$ cat src/rtl/dma_addr_gen_if.sv
// Bus between the microprogram sequencer and the DMA address/word-count
// generator. The sequencer drives instructions, load data and count enables;
// the generator returns carries, the done flag, read-back data and the address.
interface dma_addr_gen_if #(
  parameter int WIDTH = 16
);
  logic [2:0]       instr;
  logic             instr_valid;
  logic [WIDTH-1:0] data_in;
  logic             aci;
  logic             wci;
  logic             aco;
  logic             wco;
  logic             done;
  logic [WIDTH-1:0] data_out;
  logic [WIDTH-1:0] addr_out;

  modport master (
    output instr, instr_valid, data_in, aci, wci,
    input  aco, wco, done, data_out, addr_out
  );

  modport slave (
    input  instr, instr_valid, data_in, aci, wci,
    output aco, wco, done, data_out, addr_out
  );
endinterface

$ cat src/rtl/dma_addr_gen.sv
// Parametrised DMA address/word-count generator with IDLE/RUN/DONE run state.
// Optional feature: define DMA_AUTO_RELOAD_EN to implement CR[3] auto-reload
// (reload AC/WC and pulse done instead of stopping). Without it CR[3] is not
// stored, reads back as 0, and every done condition stops in DONE.
module dma_addr_gen #(
  parameter int WIDTH = 16
) (
  input logic           clk,
  input logic           reset,
  dma_addr_gen_if.slave bus
);

  localparam logic [2:0] WRCR   = 3'b000;
  localparam logic [2:0] RDCR   = 3'b001;
  localparam logic [2:0] RDWC   = 3'b010;
  localparam logic [2:0] RDAC   = 3'b011;
  localparam logic [2:0] REINIT = 3'b100;
  localparam logic [2:0] LDADDR = 3'b101;
  localparam logic [2:0] LDWC   = 3'b110;
  localparam logic [2:0] ENCT   = 3'b111;

  localparam logic [WIDTH-1:0] ONE      = {{(WIDTH-1){1'b0}}, 1'b1};
  localparam logic [WIDTH-1:0] ALL_ONES = {WIDTH{1'b1}};
  localparam logic [WIDTH-1:0] ZERO     = {WIDTH{1'b0}};

  typedef enum logic [1:0] {IDLE, RUN, DONE} state_t;

  state_t           stateReg, stateNext;
  logic [1:0]       modeReg, modeNext;
  logic             decReg, decNext;
  logic [WIDTH-1:0] arReg, arNext;
  logic [WIDTH-1:0] acReg, acNext;
  logic [WIDTH-1:0] wcrReg, wcrNext;
  logic [WIDTH-1:0] wcReg, wcNext;
  logic [WIDTH-1:0] dataOutReg, dataOutNext;
`ifdef DMA_AUTO_RELOAD_EN
  logic             reloadEnReg, reloadEnNext;
  logic             pulseReg, pulseNext;
`endif

  logic             isCtl, running, counting, acStep, wcStep, wcDown, doneCond;
  logic [WIDTH-1:0] acAfter, wcAfter, reloadVal;
  logic [3:0]       crVal;

  // Counting is suppressed by any instruction that rewrites registers or state;
  // read-backs and ENCT let the step proceed in the same cycle.
  assign isCtl = bus.instr_valid &&
                 (bus.instr == WRCR || bus.instr == REINIT ||
                  bus.instr == LDADDR || bus.instr == LDWC);
  assign running  = (stateReg == RUN);
  assign counting = running && !isCtl;
  assign acStep   = counting && bus.aci;
  assign wcStep   = counting && bus.wci;
  assign wcDown   = (modeReg == 2'b01);

  assign acAfter   = acStep ? (decReg ? acReg - ONE : acReg + ONE) : acReg;
  assign wcAfter   = wcStep ? (wcDown ? wcReg - ONE : wcReg + ONE) : wcReg;
  assign reloadVal = wcDown ? wcrReg : ZERO;

`ifdef DMA_AUTO_RELOAD_EN
  assign crVal = {reloadEnReg, decReg, modeReg};
`else
  assign crVal = {1'b0, decReg, modeReg};
`endif

  // Done condition, judged on the post-step counter values of this cycle.
  always_comb begin
    doneCond = 1'b0;
    case (modeReg)
      2'b00:   doneCond = wcStep && (wcAfter == wcrReg);
      2'b01:   doneCond = wcStep && (wcAfter == ZERO);
      2'b10:   doneCond = acStep && (acAfter == wcrReg);
      default: doneCond = wcStep && (wcReg == ALL_ONES);
    endcase
  end

  // Next-state and register updates: instruction decode, counting, done handling.
  always_comb begin
    stateNext   = stateReg;
    modeNext    = modeReg;
    decNext     = decReg;
    arNext      = arReg;
    acNext      = acAfter;
    wcrNext     = wcrReg;
    wcNext      = wcAfter;
    dataOutNext = dataOutReg;
`ifdef DMA_AUTO_RELOAD_EN
    reloadEnNext = reloadEnReg;
    pulseNext    = 1'b0;
`endif
    if (bus.instr_valid) begin
      case (bus.instr)
        WRCR: begin
          modeNext  = bus.data_in[1:0];
          decNext   = bus.data_in[2];
`ifdef DMA_AUTO_RELOAD_EN
          reloadEnNext = bus.data_in[3];
`endif
          stateNext = IDLE;
        end
        RDCR: dataOutNext = {{(WIDTH-4){1'b0}}, crVal};
        RDWC: dataOutNext = wcReg;
        RDAC: dataOutNext = acReg;
        REINIT: begin
          acNext    = arReg;
          wcNext    = reloadVal;
          stateNext = IDLE;
        end
        LDADDR: begin
          arNext    = bus.data_in;
          acNext    = bus.data_in;
          stateNext = IDLE;
        end
        LDWC: begin
          wcrNext   = bus.data_in;
          wcNext    = wcDown ? bus.data_in : ZERO;
          stateNext = IDLE;
        end
        default: begin
          if (stateReg == IDLE) stateNext = RUN;
        end
      endcase
    end
    if (doneCond) begin
`ifdef DMA_AUTO_RELOAD_EN
      if (reloadEnReg) begin
        acNext    = arReg;
        wcNext    = reloadVal;
        pulseNext = 1'b1;
      end else begin
        stateNext = DONE;
      end
`else
      stateNext = DONE;
`endif
    end
  end

  // State and register file, synchronously cleared by reset.
  always_ff @(posedge clk) begin
    if (reset) begin
      stateReg   <= IDLE;
      modeReg    <= 2'b00;
      decReg     <= 1'b0;
      arReg      <= ZERO;
      acReg      <= ZERO;
      wcrReg     <= ZERO;
      wcReg      <= ZERO;
      dataOutReg <= ZERO;
`ifdef DMA_AUTO_RELOAD_EN
      reloadEnReg <= 1'b0;
      pulseReg    <= 1'b0;
`endif
    end else begin
      stateReg   <= stateNext;
      modeReg    <= modeNext;
      decReg     <= decNext;
      arReg      <= arNext;
      acReg      <= acNext;
      wcrReg     <= wcrNext;
      wcReg      <= wcNext;
      dataOutReg <= dataOutNext;
`ifdef DMA_AUTO_RELOAD_EN
      reloadEnReg <= reloadEnNext;
      pulseReg    <= pulseNext;
`endif
    end
  end

  assign bus.aco = running && bus.aci && (decReg ? (acReg == ZERO) : (acReg == ALL_ONES));
  assign bus.wco = running && bus.wci && (wcDown ? (wcReg == ZERO) : (wcReg == ALL_ONES));
`ifdef DMA_AUTO_RELOAD_EN
  assign bus.done = (stateReg == DONE) || pulseReg;
`else
  assign bus.done = (stateReg == DONE);
`endif
  assign bus.data_out = dataOutReg;
  assign bus.addr_out = acReg;

endmodule
$ cat src/flat_wrapper.sv
// flat-port wrapper written by rule: the top's interface ports become plain ports
module dma_addr_gen_flat 
#(
  parameter int WIDTH = 16
)
  (clk, reset, bus_instr, bus_instr_valid, bus_data_in, bus_aci, bus_wci, bus_aco, bus_wco, bus_done, bus_data_out, bus_addr_out);
  dma_addr_gen_if #(.WIDTH(WIDTH)) bus_i ();
  input logic clk;
  input logic reset;
  input wire logic [$bits(bus_i.instr)-1:0] bus_instr;
  input wire logic [$bits(bus_i.instr_valid)-1:0] bus_instr_valid;
  input wire logic [$bits(bus_i.data_in)-1:0] bus_data_in;
  input wire logic [$bits(bus_i.aci)-1:0] bus_aci;
  input wire logic [$bits(bus_i.wci)-1:0] bus_wci;
  output wire logic [$bits(bus_i.aco)-1:0] bus_aco;
  output wire logic [$bits(bus_i.wco)-1:0] bus_wco;
  output wire logic [$bits(bus_i.done)-1:0] bus_done;
  output wire logic [$bits(bus_i.data_out)-1:0] bus_data_out;
  output wire logic [$bits(bus_i.addr_out)-1:0] bus_addr_out;
  assign bus_i.instr = bus_instr;
  assign bus_i.instr_valid = bus_instr_valid;
  assign bus_i.data_in = bus_data_in;
  assign bus_i.aci = bus_aci;
  assign bus_i.wci = bus_wci;
  assign bus_aco = bus_i.aco;
  assign bus_wco = bus_i.wco;
  assign bus_done = bus_i.done;
  assign bus_data_out = bus_i.data_out;
  assign bus_addr_out = bus_i.addr_out;
  dma_addr_gen #(.WIDTH(WIDTH)) u_core (.clk(clk), .reset(reset), .bus(bus_i));
endmodule
$ cat config.mk
export PLATFORM = sky130hd
export DESIGN_NAME = dma_addr_gen_flat
export DESIGN_NICKNAME = d
export VERILOG_FILES = /design/src/rtl/dma_addr_gen_if.sv /design/src/rtl/dma_addr_gen.sv /design/src/flat_wrapper.sv
export SDC_FILE = /design/constraint.sdc
export NUM_CORES = 1
export LEC_CHECK = 0
export BUFFER_PORTS_ARGS = -buffer_cell sky130_fd_sc_hd__buf_4
export CORE_MARGIN = 2
export CORE_UTILIZATION = 50
export DETAILED_ROUTE_END_ITERATION = 16
export GPL_TIMING_DRIVEN = 0
export PLACE_DENSITY_LB_ADDON = 0.08
export SETUP_SLACK_MARGIN = 0.5
export SYNTH_ARGS = -nofsm -noshare
export SYNTH_HDL_FRONTEND = slang
export SYNTH_SLANG_ARGS = --single-unit
$ cat constraint.sdc
create_clock -name clk -period 6.36 [get_ports clk]
set_input_delay 1.272 -clock clk [delete_from_list [all_inputs] [get_ports clk]]
set_output_delay 1.272 -clock clk [all_outputs]
set_load 0.02 [all_outputs]
# == After elaboration in Yosys (flattened, before gate mapping) ==
# Cells that the tools add are included.
# totals
out_inout_bits,35
inputBits,24
register_bits,85
wordCells,82
# op_classes
n_reduce_logical,35
mux,18
n_addsub,4
n_bitwise,1
eq_ne,15
# ops
operator,n
$mux 16,8
$pmux 16 s2,2
$logic_not 16->1,3
$pmux 16 s3,1
$add 16x1->16 const B,2
$eq 16x16->1,2
$eq 16x16->1 const B,2
$sub 16x1->16 const B,2
$logic_and 1x1->1,12
$eq 3x3->1 const B,3
$reduce_and 2->1,4
$eq 3x2->1 const B,2
$mux 2,3
$reduce_and 3->1,2
$reduce_bool 3->1,2
$eq 2x1->1 const B,2
$eq 2x2->1 const B,2
$logic_not 2->1,2
$pmux 2 s2,1
$reduce_bool 2->1,2
$reduce_or 4->1,1
$eq 3x1->1 const B,1
$logic_not 3->1,1
$logic_or 1x1->1,3
other kinds (7),8

# == Depth between registers and ports, before layout ==
# logic_depth
ltp_word,14
depth_mapped,16
ltp_nobuf,13

# == Least setup slack after synthesis ==
# Ideal clock, no wire load.
# synth_path
path_kind,register -> register
from,register u_core.modeReg[1]
to,register u_core.stateReg[0]
path_stages_with_launch,17
setup_time_ps,115
t_arrival_ps,3950
period_less_slack_ps,4066
path_slack_ps,2294
required_ps,6245
path_buffers,3
cell_sequence,dfxtp_1 > buf_4 > nand2b_2 > clkbuf_1 > buf_1 > xnor2_1 > ha_1 > nor4b_1 > or4b_4 > and4_4 > a41oi_2 > and4_1 > and3_1 > or4b_1 > o32ai_1 > o211ai_1 > and3_1
# synth_via
elab_chain_len,7
word_cells_on_any_way,11
classes_between,eq/ne: 3; mux: 3; reduce/logical: 5
# synth_rtl
item,line,rtl
"start, declared",dma_addr_gen.sv:29,"logic [1:0] modeReg, modeNext;"
"start signal, assigned",dma_addr_gen.sv:156,modeReg <= modeNext;
$eq 2x1->1,"dma_addr_gen.sv:54, dma_addr_gen.sv:69",
$mux 16 (2 in a row),dma_addr_gen.sv:57,assign wcAfter = wcStep ? (wcDown ? wcReg - ONE : wcReg + ONE) : wcReg;
$eq 16x16->1 / $logic_not 16->1 (equally long branches),"dma_addr_gen.sv:70, dma_addr_gen.sv:71",
$logic_and 1x1->1 (on tied branches),"dma_addr_gen.sv:70, dma_addr_gen.sv:71",
$pmux 1 s3 (*),dma_addr_gen.sv:69,case (modeReg)
$reduce_or 2->1 (no source line) (*),n/a,
"end signal, assigned",dma_addr_gen.sv:155,stateReg <= stateNext;
"end, declared",dma_addr_gen.sv:28,"state_t stateReg, stateNext;"
# Every way passes the cells marked *; elsewhere a longest branch is shown, timed or not.
# A chain may end at the register's enable or synchronous reset.

# == Worst setup path in the final report ==
# Same ends and word-level chain as after synthesis.

==> metrics.txt <==
endpoint type of the worst setup path flip-flop; setup violators final 0; Final min period roughly 5.6 ns; placed cell areas 6730 um2; Ports 59; vias in the first global route 6429; fin util slightly below 60%; critical path type flip-flop to flip-flop; most frequent cells in the layout 122 x nand2_1, 85 x dfxtp_1, 82 x nor2_1, 70 x a21oi_1, 58 x buf_4; Slew @ Worst Pin 0.966 ns; FF+latch count, synth 85; Port Buf Inserts 56; Pins Over Slew Limit 0; die area around 13000 um2; CTS Buf Count 9; die width 115 um; via count 6789; placer congestion estimate 0.952; initial antenna violation count 0; core box area about 12000 um2; initial DRC count 681; layout cells sized above 1 12.5%; antenna-violating nets left 0; met2 Use GR 60.3%; Syn Nets 864; Final Cell Area 7040 um2; Nets 931; clock root buffer clkbuf_16; drt via density 6.52; number of flops mapped to enable cells by yosys 0; Clock Latency Late Sink 0.34 ns; Tcrit/Tclk final 88.2%; total design power 1.29 mW; Power Dens Cells 183 nW/um2; status complete, no violations; worst rel slew slack approximately a third; RSZ-0062 raised after global routing false; Final TNS setup 0 ns; VDD IR max 0.138 mV; # Max-Cap Violations 0; most numerous cell on the critical path and3_1; TritonCTS clock tree done; YS warnings 0; clock sinks 85; Cell Rows 40; drt pass-1 iters 8; max incr delay on CP 0.75 ns; Final HPWL DP 18.4 mm; Post-Layout Cell Count 1042; GRT met3 Usage 7.57%; Overall Global Routing Usage 36.1%; grt ovf 0; worst path cell trace buf_4 > nand2b_2 > clkbuf_1 > buf_1 > xnor2_1 > ha_1 > nor4b_2 > a21oi_1 > o21a_1 > or2_2 > a2111oi_0 > and3_1 > or4b_1 > o32ai_1 > o211ai_1 > and3_1; met1 Use GR between 40% and 50%; Residual DRC 0; H-tree Lvls 3; Die H ~110 um; leakage around 2.5 nW; crit path launch type flip-flop; synthesized area around 6100 um2; WP data arrival a little under 6 ns; Crit path required time 6.60 ns; Distinct cells, synth 75; initial core utilization 51.2%; Placed Cells roughly 1000; pin count of the biggest net entering global routing 17; part of the Yosys area used for sequential elements 27.8%; first-pass GRT wire length 35.7 mm; Hold-fix buffers, CTS 0; final WL 23.8 mm; Post-Syn Area per Cell ~7.4 um2; CP bufs+invs 3; post-synthesis cell count 823; final hold violation count 0; CTS Buffer Depth 2; Clock Skew 0.00854 ns; hold crit path type flip-flop to flip-flop; WL per Instance 22.8 um; commonest non-fill, non-tap cell in the layout nand2_1; global route hottest layer met2; critical path's top delay family simple AND/OR/NAND/NOR gates; Crit-path slowest cell a2111oi_0; Clock transition at path regs 0.07 ns; Most used DFF post-synth dfxtp_1; ant diodes 0; area grow syn2layout 15.0%; Async SR Flop Fraction 0%; crit path max fanout 10; Max Fclk 178 MHz
-- final cells by class --
cell class	instances	area [um2]
sequential	85	1700
clock inverter	6	70.1
timing repair buffer	56	420
inverter	19	71.3
fill	1171	4920
tap	147	184
multi-input combinational	655	4090
clock buffer	10	239
buffer	64	264
-- registers in the layout, summed over array words and instances, names as in the netlist --
| name | cells |
|---|---|
| u_core.wcrReg | 16 |
| u_core.stateReg | 2 |
| u_core.bus.data_out | 16 |
| u_core.arReg | 16 |
| u_core.wcReg | 16 |
| u_core.modeReg | 2 |
| u_core.bus.addr_out | 16 |
| u_core.decReg | 1 |
-- path summary, 6_finish.rpt --
path                      from                  to  slack [ns]  cells after the start
min reg2reg    u_core.arReg[8]     u_core.arReg[8]        0.46                      2
max          u_core.modeReg[1]  u_core.stateReg[0]        0.75                     16
min            u_core.arReg[8]     u_core.arReg[8]        0.46                      2
max reg2reg  u_core.modeReg[1]  u_core.stateReg[0]        0.75                     16
-- metrics by stage --
step	worst slack [ns]	hold WS (ns)
finish	0.753	0.457
global route	0.759	0.476
CTS	0.728	0.460
detailed placement	0.754	0.450
global placement	0.811	0.442
floorplan	2.29	0.436
-- logic make-up (layout without fill, tap and decap cells) --
family	Yosys count	in the layout	share of synthesized area (%)
AOI/OAI and AO/OA	219	219	24.6
xor gates and xnor gates	50	50	7.15
adders and majority gates	17	17	3.60
buffers and inverters	83	155	5.48
DFF	85	85	27.8
muxes	22	22	3.86
and+or+nand+nor	347	347	27.5
-- Yosys cell counts (all sizes together) (7+ instances only) --
master	count	area share, %
a21oi	70	5.7
inv	19	1.2
or2	7	0.72
o21ai	23	1.9
nand4	17	1.7
nor2b	7	0.72
a31oi	12	1.2
xor2	20	2.9
mux2i	9	1.5
clkbuf	51	3.1
nand2b	9	0.96
nor2	82	5.0
o22a	9	1.3
buf	13	1.2
nor4	12	1.2
nand2	122	7.5
xnor2	30	4.3
nor3	28	2.3
a22oi	29	3.6
a222oi	7	1.1
and3	8	0.82
dfxtp	85	28
mux2	13	2.4
a221oi	11	1.7
nand3	16	1.3
ha	16	3.3
o2111ai	7	1.0
-- layer usage --
| metal | share of wire, % | routed length, um |
|---|---|---|
| met5 | 0 | 0 |
| met4 | 4.2 | 997 |
| met3 | 8.6 | 2060 |
| met2 | 48 | 11400 |
| met1 | 39 | 9290 |
-- tightest hold or removal path, stage by stage (launching register included) --
cell	delay, ns
dfxtp_1	0.31
nand2_1	0.05
a21oi_1	0.05
-- where the power goes --
group	switching [mW]	total [mW]	internal [mW]
logic	0.111	0.174	0.0633
clock network	0.238	0.556	0.318
registers	0.0143	0.556	0.542
-- timing repair --
| action | in CTS | in global routing |
|---|---|---|
| gates resized for setup | 0 | 1 |
| setup buffers | 0 | 0 |
| endpoints found under the setup margin | 0 | 2 |
No activity file was read; power rests on OpenSTA's default activity.
